$ cat src/rtl/jpeg_huffman_table_builder.sv
// Canonical Huffman table builder: holds DHT length counts per table and, on
// request, streams canonical code/length pairs plus per-length decode entries.
module jpeg_huffman_table_builder #(
  parameter int MAX_LEN    = 16,
  parameter int MAX_SYMS   = 256,
  parameter int NUM_TABLES = 4,
  parameter int IW         = $clog2(MAX_SYMS),
  parameter int LW         = $clog2(MAX_LEN + 1),
  parameter int TW         = (NUM_TABLES > 1) ? $clog2(NUM_TABLES) : 1
) (
  input  logic               clk,
  input  logic               rst,
  input  logic               cnt_we,
  input  logic [TW-1:0]      cnt_tbl,
  input  logic [LW-1:0]      cnt_len,
  input  logic [7:0]         cnt_data,
  input  logic               start,
  input  logic [TW-1:0]      start_tbl,
  output logic               busy,
  output logic               code_we,
  output logic [TW-1:0]      code_tbl,
  output logic [IW-1:0]      code_idx,
  output logic [MAX_LEN-1:0] code_val,
  output logic [LW-1:0]      code_len,
  output logic               dec_we,
  output logic [LW-1:0]      dec_len,
  output logic               dec_valid,
  output logic [MAX_LEN-1:0] dec_mincode,
  output logic [MAX_LEN-1:0] dec_maxcode,
  output logic [IW-1:0]      dec_valptr,
  output logic               done,
  output logic               err_code,
  output logic               err_count
);

  localparam int CW = $clog2(MAX_LEN);
  localparam logic [MAX_LEN:0] CODE_ONE = 1;
  localparam logic [IW:0]      IDX_ONE  = 1;
  localparam logic [IW:0]      IDX_LIM  = (IW+1)'(MAX_SYMS);
  localparam logic [LW-1:0]    LEN_ONE  = 1;
  localparam logic [LW-1:0]    LEN_MAX  = LW'(MAX_LEN);

  typedef enum logic [1:0] {S_IDLE, S_LEN, S_EMIT, S_FIN} state_t;

  state_t           state;
  logic [TW-1:0]    tbl;
  logic [MAX_LEN:0] code;
  logic [IW:0]      idx;
  logic [LW-1:0]    len;
  logic [7:0]       rem;
  logic [7:0]       counts [NUM_TABLES][MAX_LEN];

  logic [LW-1:0]    len_m1;
  logic [LW-1:0]    cnt_len_m1;
  logic [7:0]       n_l;
  logic [MAX_LEN:0] max_full;
  logic             code_ovf;
  logic             idx_ovf;
  logic             last_len;
  logic             cnt_ok;

  // Count RAM addressing is length-1; the code-space limit for length L is 2^L.
  always_comb begin
    len_m1     = len - LEN_ONE;
    cnt_len_m1 = cnt_len - LEN_ONE;
    n_l        = counts[tbl][len_m1[CW-1:0]];
    max_full   = code + {{(MAX_LEN-7){1'b0}}, n_l} - CODE_ONE;
    code_ovf   = (code >> len) != '0;
    idx_ovf    = (idx == IDX_LIM);
    last_len   = (len == LEN_MAX);
    cnt_ok     = cnt_we && !busy && (cnt_len != '0) && (cnt_len <= LEN_MAX) &&
                 ({1'b0, cnt_tbl} < (TW+1)'(NUM_TABLES));
  end

  always_ff @(posedge clk or posedge rst) begin
    if (rst) begin
      state       <= S_IDLE;
      tbl         <= '0;
      code        <= '0;
      idx         <= '0;
      len         <= '0;
      rem         <= '0;
      busy        <= 1'b0;
      code_we     <= 1'b0;
      code_tbl    <= '0;
      code_idx    <= '0;
      code_val    <= '0;
      code_len    <= '0;
      dec_we      <= 1'b0;
      dec_len     <= '0;
      dec_valid   <= 1'b0;
      dec_mincode <= '0;
      dec_maxcode <= '0;
      dec_valptr  <= '0;
      done        <= 1'b0;
      err_code    <= 1'b0;
      err_count   <= 1'b0;
      for (int t = 0; t < NUM_TABLES; t++)
        for (int l = 0; l < MAX_LEN; l++)
          counts[t][l] <= '0;
    end else begin
      code_we <= 1'b0;
      dec_we  <= 1'b0;
      done    <= 1'b0;
      if (cnt_ok)
        counts[cnt_tbl][cnt_len_m1[CW-1:0]] <= cnt_data;

      case (state)
        S_IDLE: begin
          if (start) begin
            tbl       <= start_tbl;
            code_tbl  <= start_tbl;
            err_code  <= 1'b0;
            err_count <= 1'b0;
            code      <= '0;
            idx       <= '0;
            len       <= LEN_ONE;
            busy      <= 1'b1;
            state     <= S_LEN;
          end
        end

        // Empty lengths fold the shift-and-advance step into this cycle.
        S_LEN: begin
          dec_we      <= 1'b1;
          dec_len     <= len;
          dec_valid   <= (n_l != '0);
          dec_mincode <= code[MAX_LEN-1:0];
          dec_maxcode <= (n_l != '0) ? max_full[MAX_LEN-1:0] : '0;
          dec_valptr  <= idx[IW-1:0];
          if (n_l != '0) begin
            rem   <= n_l;
            state <= S_EMIT;
          end else begin
            code  <= code << 1;
            len   <= len + LEN_ONE;
            state <= last_len ? S_FIN : S_LEN;
          end
        end

        S_EMIT: begin
          if (code_ovf || idx_ovf) begin
            err_code  <= code_ovf;
            err_count <= idx_ovf;
            state     <= S_FIN;
          end else begin
            code_we  <= 1'b1;
            code_val <= code[MAX_LEN-1:0];
            code_len <= len;
            code_idx <= idx[IW-1:0];
            idx      <= idx + IDX_ONE;
            rem      <= rem - 8'd1;
            if (rem == 8'd1) begin
              code  <= (code + CODE_ONE) << 1;
              len   <= len + LEN_ONE;
              state <= last_len ? S_FIN : S_LEN;
            end else begin
              code <= code + CODE_ONE;
            end
          end
        end

        S_FIN: begin
          done  <= 1'b1;
          busy  <= 1'b0;
          state <= S_IDLE;
        end

        default: state <= S_IDLE;
      endcase
    end
  end

endmodule

$ cat config.mk
export PLATFORM = sky130hd
export DESIGN_NAME = jpeg_huffman_table_builder
export DESIGN_NICKNAME = d
export VERILOG_FILES = /design/src/rtl/jpeg_huffman_table_builder.sv
export SDC_FILE = /design/constraint.sdc
export NUM_CORES = 1
export LEC_CHECK = 0
export CORE_ASPECT_RATIO = 0.75
export CORE_MARGIN = 8
export CORE_UTILIZATION = 39
export CTS_CLUSTER_SIZE = 28
export DETAILED_ROUTE_END_ITERATION = 7
export GPL_ROUTABILITY_DRIVEN = 1
export PLACE_DENSITY_LB_ADDON = 0.3
export SLEW_MARGIN = 20
export SYNTH_ARGS = -nofsm -noshare
export SYNTH_HDL_FRONTEND = slang
export SYNTH_SLANG_ARGS = --single-unit
$ cat constraint.sdc
create_clock -name clk -period 21.6 [get_ports clk]
set_input_delay 5.4 -clock clk [delete_from_list [all_inputs] [get_ports clk]]
set_output_delay 5.4 -clock clk [all_outputs]
set_load 0.02 [all_outputs]
# == Yosys cells after proc, flatten, opt, wreduce, memory -nomap -nowiden ==
# Cells that the tools add are included.
# op_classes
add_sub_neg,8
magnitude_cmp,7
eq_ne,13
shifts,1
mux,45
bitwise,5
reduce_logical,24
# ops
op,n
$bwmux W512,1
$mux W128,3
$bmux W128 S2,1
$demux W128 S2,1
$mux W17,4
$pmux W17 S3,1
$mux W8,5
$bmux W8 S4,1
$demux W8 S4,1
$mux W5,4
$mux W9,2
$pmux W9 S2,1
$add A17 B1 Y17 const B,1
$reduce_bool A17 Y1,1
$shr A17 B5 Y17,1
$add A16 B8 Y16,1
$mux W16,1
$pmux W8 S2,1
$sub A16 B1 Y16 const B,1
$pmux W5 S3,1
$ne A2 B2 Y1 const B,6
$ge A5 B5 Y1 const B,2
$mux W2,5
$not A4 Y5,2
other kinds (31),55
# word_totals
reg_bits,636
output_inout_bits,83
wordCells,187

# == Depth between registers and ports, before layout ==
# logic_depth
word_depth,10
mapped_depth,25

# == Least setup slack after synthesis ==
# OpenSTA, ideal clock, no wires.
# synth_timing
path_type,in2reg
from,in cnt_len[2]
to,reg counts[32] in the netlist's numbering
setup_time_ns,0.125
t_arrival_ns,7.463
required_ns,21.475
setup_slack_ns,14.012
path_stages,9
n_path_buf,1
cell_sequence,nor2_1 nand2_1 xor2_1 nand3_1 inv_1 nand3_1 clkbuf_1 nor3_1 mux2_2
# synth_between
elab_chain_len,9
word_cells_on_any_way,14
classes_between,add/sub: 1; order compare: 3; mux: 5; bitwise: 1; reduce/logical: 4
# synth_rtl
element,line,source
from (decl),15,"input logic [LW-1:0] cnt_len,"
$sub A4 B1 Y4,65,cnt_len_m1 = cnt_len - LEN_ONE;
$not A4 Y5 (not written as such),106,counts[cnt_tbl][cnt_len_m1[CW-1:0]] <= cnt_data;
$ge A5 B5 Y1 (not written as such) / $lt A5 B1 Y1 (equally long branches),106,
$logic_and A1 B1 Y1 (not written as such),106,
$mux W8 (not written as such),106,
$demux W8 S4,106,
$mux W128 (not written as such),106,
$demux W128 S2,106,
$bwmux W512,106,
"to (signal, indexed assignment)",106,
to (decl),51,logic [7:0] counts [NUM_TABLES][MAX_LEN];
# Several ways; a longest one is shown, not always the timed one.
# A chain may end at the register's enable or synchronous reset.

# == Worst setup path in the final report ==
# layout_timing
from,in cnt_len[0]
to,reg counts[292] in the netlist's numbering
# Same word-level chain as after synthesis.

==> flow_metrics.env <==
export IMPL_report_final_slew_viol_count=0
export IMPL_power_density_nw_per_um2=122.7
export IMPL_grt_pass1_wl_um=129000
export IMPL_synth_cell_area_um2=30840
export IMPL_fmaxAchievable_mhz=120.3
export IMPL_clock_path_buffers=3
export IMPL_cts_hold_fix_buffers=0
export IMPL_clock_latency_ps=630
export IMPL_vias=19673
export IMPL_avgViaCountPerCell=5.737
export IMPL_synth_warning_count=0
export IMPL_hold_class="flip-flop to flip-flop"
export IMPL_rows=89
export IMPL_cts_htree_levels=3
export IMPL_drcViolationCount=0
export IMPL_critical_path_peak_fanout=12
export IMPL_gpl_final_weighted_congestion=0.8648
export IMPL_antenna_found_initial=1
export IMPL_clk_root_buf="clkbuf_16"
export IMPL_mostFrequentLayoutCells="633 x dfrtp_1, 554 x mux2_2, 156 x nand2_1"
export IMPL_die_w_um=340.7
export IMPL_synth_edf_count=0
export IMPL_rsz_0062_raised_after_global_routing="no"
export IMPL_final_fill_count=6955
export IMPL_largest_net_degree_at_the_start_of_global_routing=172
export IMPL_fin_setup_tns_ps=0
export IMPL_ant_nets=0
export IMPL_number_of_top_level_pins=104
export IMPL_power_leakage_nw=16.16
export IMPL_cap_viol_max_count=0
export IMPL_irDropWorstVdd_mv=0.1180
export IMPL_floorplan_initialDensity_pct=39.29
export IMPL_avgSynthCellArea_um2=13.50
export IMPL_drt_total_wl_um=82510
export IMPL_synth_cells=2284
export IMPL_drt_first_pass_iters=5
export IMPL_synth_sequential_area_ratio_pct=51.60
export IMPL_layout_worst_path_cycle_share_pct=38.49
export IMPL_finalNetCount=2392
export IMPL_postSynthNetCount=2348
export IMPL_cts_buffers=70
export IMPL_grt_total_usage_pct=18.58
export IMPL_startpoint_to_endpoint_class_of_the_critical_path="input pin to flip-flop"
export IMPL_io_buffer_count=103
export IMPL_postSynthRegisterBits=636
export IMPL_fin_skew_ps=38.07
export IMPL_dieArea_um2=88430
export IMPL_area_growth_pct=13.71
export IMPL_worstSetupStartpointType="input pin"
export IMPL_setup_worst_path_start="cnt_len[0]"
export IMPL_hpwl_um=53660
export IMPL_finalSetupViolations=0
export IMPL_cts_reportedPaths_clkPinSlew_ps=60
export IMPL_synth_flop_cell="dfrtp_1"
export IMPL_synth_cell_types=75
export IMPL_detail_route_iter0_violations=1657
export IMPL_asyncSetResetFlopFracSynth_pct=100.0
export IMPL_required_time_of_the_worst_setup_path_ps=22100
export IMPL_grt_pass1_vias=20425
export IMPL_critical_path_arrival_ps=8810
export IMPL_worst_hold_startpoint="code_val[4]$_DFFE_PP0P_"
export IMPL_core_area_um2=78510
export IMPL_slew_headroom_pct=29.77
export IMPL_finalPower_mw=4.301
export IMPL_clock_sinks=636
export IMPL_timing_worst_slew_pin_value_ps=1050
export IMPL_die_y_um=259.5
export IMPL_final_layout_size_suffix_gt1_share_pct=36.52
export IMPL_ctsResizeCount=0
export IMPL_status="finished clean"
export IMPL_wl_per_cell_um=24.06
export IMPL_grt_ovfl_total=0
export IMPL_crit_path_time_final_ps=8315
export IMPL_timing_final_hold_violations=0
export IMPL_r2r_start="tbl[0]$_DFFE_PP0P_"
export IMPL_post_cts_setup_buffers=0
export IMPL_worstSetupEndpointType="flip-flop"
export IMPL_clock_tree_from_tritoncts="yes"
export IMPL_most_common_library_cell_in_the_layout_ignoring_fill_and_taps="dfrtp_1"
area by class of cell:
type	instances	area (um2)	area share [%]
clock buffer	97	1953	5.569
sequential	636	15920	45.41
inverter	64	244.0	0.6957
antenna	1	2.502	0.007135
multi-input combinational	1419	14010	39.95
clock inverter	29	349.1	0.9954
tap	1046	1309	3.732
timing repair buffer	137	1279	3.646
cells by family after synthesis:
family	synth area share (%)
fa+ha+maj	1.769
flops	51.60
mux	31.10
simple gates	5.347
buf+inv	3.120
compound gates	6.268
xor+xnor	0.7951
report_power, final:
group / switching [mW] / total (mW) / internal (mW)
clock: 0.510 / 1.19 / 0.680
sequential: 0.104 / 1.39 / 1.29
combinational: 1.03 / 1.72 / 0.691
critical path, stage by stage:
cell and delay (ps):
clkdlybuf4s50_1 610, nor2_1 260, nand2_1 160, xor2_1 180, nand3_1 190, inv_1 130, nand2_1 90, nor2_2 790
nand2_1 540, mux2_2 430
per-stage QoR:
| step | setup WS, ps | instances | utilization [%] | cell area (um2) | hold slack (ps) |
|---|---|---|---|---|---|
| floorplan | 7513 | 2284 | - | 30850 | 450.1 |
| global placement | 12410 | 3301 | 41.69 | 32730 | 467.1 |
| detailed placement | 12290 | 3302 | 41.72 | 32750 | 472.8 |
| CTS | 12940 | 3428 | 44.65 | 35050 | 484.2 |
| global route | 12980 | 3428 | 44.67 | 35070 | 501.3 |
| finish | 13290 | 3429 | 44.67 | 35070 | 479.1 |
sequential cells by signal, summed over array words and instances (netlist names), 2 cells and up:
name,flops
code_idx,8
rem,8
idx,9
dec_maxcode,16
dec_len,5
tbl,2
code,17
dec_valptr,8
len,5
state,2
code_val,16
dec_mincode,16
code_len,5
counts,512
worst paths after layout:
kind | end | slack (ps) | cells past startpoint
setup / recovery | counts[292]$_DFFE_PP0P_ | 13290 | 10
hold / removal | code_val[4]$_DFFE_PP0P_ | 480 | 2
setup reg to reg | dec_maxcode[15]$_DFFE_PP0P_ | 14320 | 20
hold reg to reg | code_val[4]$_DFFE_PP0P_ | 480 | 2
max in group asynchronous | counts[366]$_DFFE_PP0P_ | 13450 | 5
min in group asynchronous | counts[171]$_DFFE_PP0P_ | 5310 | 2
synthesized netlist by cell type, drive strengths merged, types with 5 or more instances:
cell type / n / area [um2]
dfrtp: 636 / 15920
nor4: 6 / 43.79
nand4b: 5 / 43.79
mux2: 556 / 6269
mux2i: 35 / 350.3
a221oi: 6 / 52.55
o211ai: 8 / 60.06
xnor2: 20 / 175.2
a22oi: 23 / 182.7
and3: 14 / 87.58
a211oi: 12 / 90.09
nand3: 28 / 157.7
nand2: 156 / 585.6
o31ai: 6 / 45.04
o2bb2ai: 13 / 113.9
clkbuf: 107 / 401.6
nand2b: 9 / 56.30
or3: 5 / 31.28
o221ai: 12 / 105.1
a32oi: 7 / 61.31
o2111ai: 6 / 52.55
o22ai: 14 / 87.58
and2: 10 / 62.56
buf: 58 / 320.3
nor2b: 11 / 68.82
o2111a: 5 / 56.30
nand4: 7 / 43.79
a31oi: 16 / 100.1
a21oi: 37 / 188.9
o21ai: 64 / 331.6
nor3: 30 / 155.1
xor2: 8 / 70.07
ha: 42 / 525.5
mux4: 132 / 2973
inv: 61 / 229.0
nor2: 59 / 221.5
routing by layer:
layer	track usage, %	vias up	share of wire, %
li1	-	8550	-
met1	27.10	10394	46
met2	27.60	587	45
met4	5.463	2	2.7
met5	0	-	0.016
met3	4.216	140	6.6
No activity file was read; power rests on OpenSTA's default activity.
==> variant (same settings) <==
The parameter `NUM_TABLES` goes from 4 to 8.
--- a/src/rtl/jpeg_huffman_table_builder.sv
+++ b/src/rtl/jpeg_huffman_table_builder.sv
@@ -4,5 +4,5 @@
   parameter int MAX_LEN    = 16,
   parameter int MAX_SYMS   = 256,
-  parameter int NUM_TABLES = 4,
+  parameter int NUM_TABLES = 8,
   parameter int IW         = $clog2(MAX_SYMS),
   parameter int LW         = $clog2(MAX_LEN + 1),
Ports: changed (resized cnt_tbl, code_tbl and start_tbl); port bits go from 104 to 107. The function was not compared with the original's and may differ.
==> variant against the unedited design <==
Setup slack got worse by 0.79 ns; count of clock-buffer cells in the layout rose by 75; power rose by 51%; hold slack barely moved; sequential cell count rose by 513; critical path type unchanged; largest cell class unchanged; wire length rose by 83%; design area rose by 75%; synthesized area rose by 79%.
==> variant: results (changes against the unedited design) <==
Global route
  • First-pass GRT wire length: 231000 um (+79%)
  • Via count of the first global-routing pass: 33700 (+65%)
  • Largest net degree at the start of global routing: 163 (-5.2%)
  • Total GRT Usage: 0.194 (+0.00808)
  • Antenna violations before repair: 5 (+4)

Finish
  • # fillers: 12700 (+82%)
  • Share of post-route cells with drive strength above 1: 0.432 (+0.0672)
  • Largest regs: counts: 1024 flops, code: 17 flops
  • Max reg flops: 1024 (+100%)

Yosys
  • Register area share after synthesis: 0.521 (+0.00449)
  • Distinct cells, synth: 81 (+8.0%)
  • Post-synthesis net count: 3811 (+62%)
  • Dominant cells by area after synthesis: dfrtp_1 52%, mux2_2 22%, mux4_2 13%
  • Synth warnings: 0 (unchanged)
  • Ys async rst share: 1.00 (unchanged)
  • Commonest cells post-synth: 1149 x dfrtp_1, 1072 x mux2_2, 315 x mux4_2, 171 x clkbuf_1, 153 x nor2_1
  • Post-synth top flop: dfrtp_1

CTS
  • Longest Clk Path Bufs: 3 (unchanged)
  • Post-CTS Setup Inserts: 0 (unchanged)
  • Gates resized, CTS repair: 0 (unchanged)
  • Htree depth: 3 (unchanged)
  • Clock transition at path regs: 0.06 ns (about the same)
  • Cts bufs inserted: 111 (+59%)
  • Clock Latency Late Sink: 0.74 ns (+0.11 ns)
  • Root Buffer: clkbuf_16

Routing
  • DRT Wirelength: 151000 um (+83%)
  • WL met3: 9470 um (+75%)
  • Vias/cell: 5.83 (+1.6%)
  • Initial DRT Pass Iterations: 5 (unchanged)
  • Top layer in use: met5
  • Met2 wire length: 65000 um (+75%)
  • Detailed Route Iter0 Violations: 2798 (+69%)
  • Met1 Wirelength: 73200 um (+94%)

Placement
  • Port-buffer cells: 106 (+2.9%)
  • Post-DP HPWL: 98200 um (+83%)
  • Placer congestion estimate: 0.845 (-2.3%)

STA
  • Final count of hold timing violations: 0 (unchanged)
  • Tightest Pin Transition: 1.06 ns (+0.00619 ns)
  • Clk_skew: 0.0332 ns (-0.00486 ns)

Setup path
  • Worst Path Max Fanout: 16 (+4)
  • Critical Path Max Stage Delay: 0.98 ns (+0.19 ns)
  • Crit path DAT: 9.72 ns (+0.91 ns)
  • CP max stage cell: nor2_1

Status
  • Outcome: finished clean

Min path
  • HP Class: flop to flop

Power
  • Pleak: 28.6 nW (+77%)
  • Peak supply drop: 85.8 uV (-27%)
[variant: cell count changes after synthesis, moves of 22 or more]
cell / delta
mux2_2: +518
dfrtp_1: +513
mux4_2: +183
nor2_1: +94
clkbuf_1: +64
nor4_1: +41
nand2_1: -26
buf_6: +22
[variant: kinds of logic after synthesis]
family | count (synthesis) | share of synthesized area
AO/OA/AOI/OAI | 271 | 0.0335
XOR/XNOR | 25 | 0.00396
adder cells (fa/ha/maj) | 43 | 0.00988
buffers and inverters | 322 | 0.0283
flip-flops | 1149 | 0.521
multiplexers | 1431 | 0.360
AND/OR/NAND/NOR | 504 | 0.0439
[variant: cell type report]
class,count,area [um^2],share of cell area
Sequential cell,1149,28800,0.468
Multi-Input combinational cell,2274,25000,0.407
Clock buffer,172,3360,0.0546
Tap cell,1875,2350,0.0381
Timing Repair Buffer,155,1490,0.0243
Clock inverter,33,299,0.00486
Inverter,63,240,0.00391
Antenna cell,1,2.50,0.0000407
[variant: per-layer routing]
metal  track usage  vias up
li1              -    14100
met1         0.299    18100
met2         0.279      922
met3        0.0424      218
met5             0        -
met4        0.0439        2
[variant: power by group]
part	internal, mW	switching, mW	total, mW
Combinational	0.817	1.31	2.13
Sequential	2.26	0.122	2.38
Clock	1.09	0.868	1.96
[variant: path summary, 6_finish.rpt]
kind | from | end | slack [ns] | cells past startpoint
worst min register to register | dec_valid | dec_valid | 0.48 | 1
worst min-delay path | dec_valid | dec_valid | 0.48 | 1
min in group asynchronous | rst | counts[719] | 5.22 | 2
worst max-delay path | cnt_len[1] | counts[21] | 12.49 | 8
worst max register to register | len[0] | dec_maxcode[15] | 13.57 | 21
max in group asynchronous | rst | counts[528] | 12.59 | 6
[variant: metrics by stage]
step / instance area (um^2) / setup slack [ns] / std cells / utilization
after global placement: 57800 / 11.45 / 5516 / 0.411
final: 61500 / 12.49 / 5722 / 0.438
after global routing: 61500 / 11.90 / 5721 / 0.438
after CTS: 61500 / 12.20 / 5721 / 0.437
after floorplan: 55200 / 0.338 / 3745 / -
after detailed placement: 57800 / 11.41 / 5516 / 0.411
[variant: critical path, delay by kind of cell]
family | cells | cell delay [ns]
muxes | 1 | 0.41
buffers and inverters | 1 | 0.61
and+or+nand+nor | 5 | 3.04
xor gates and xnor gates | 1 | 0.24
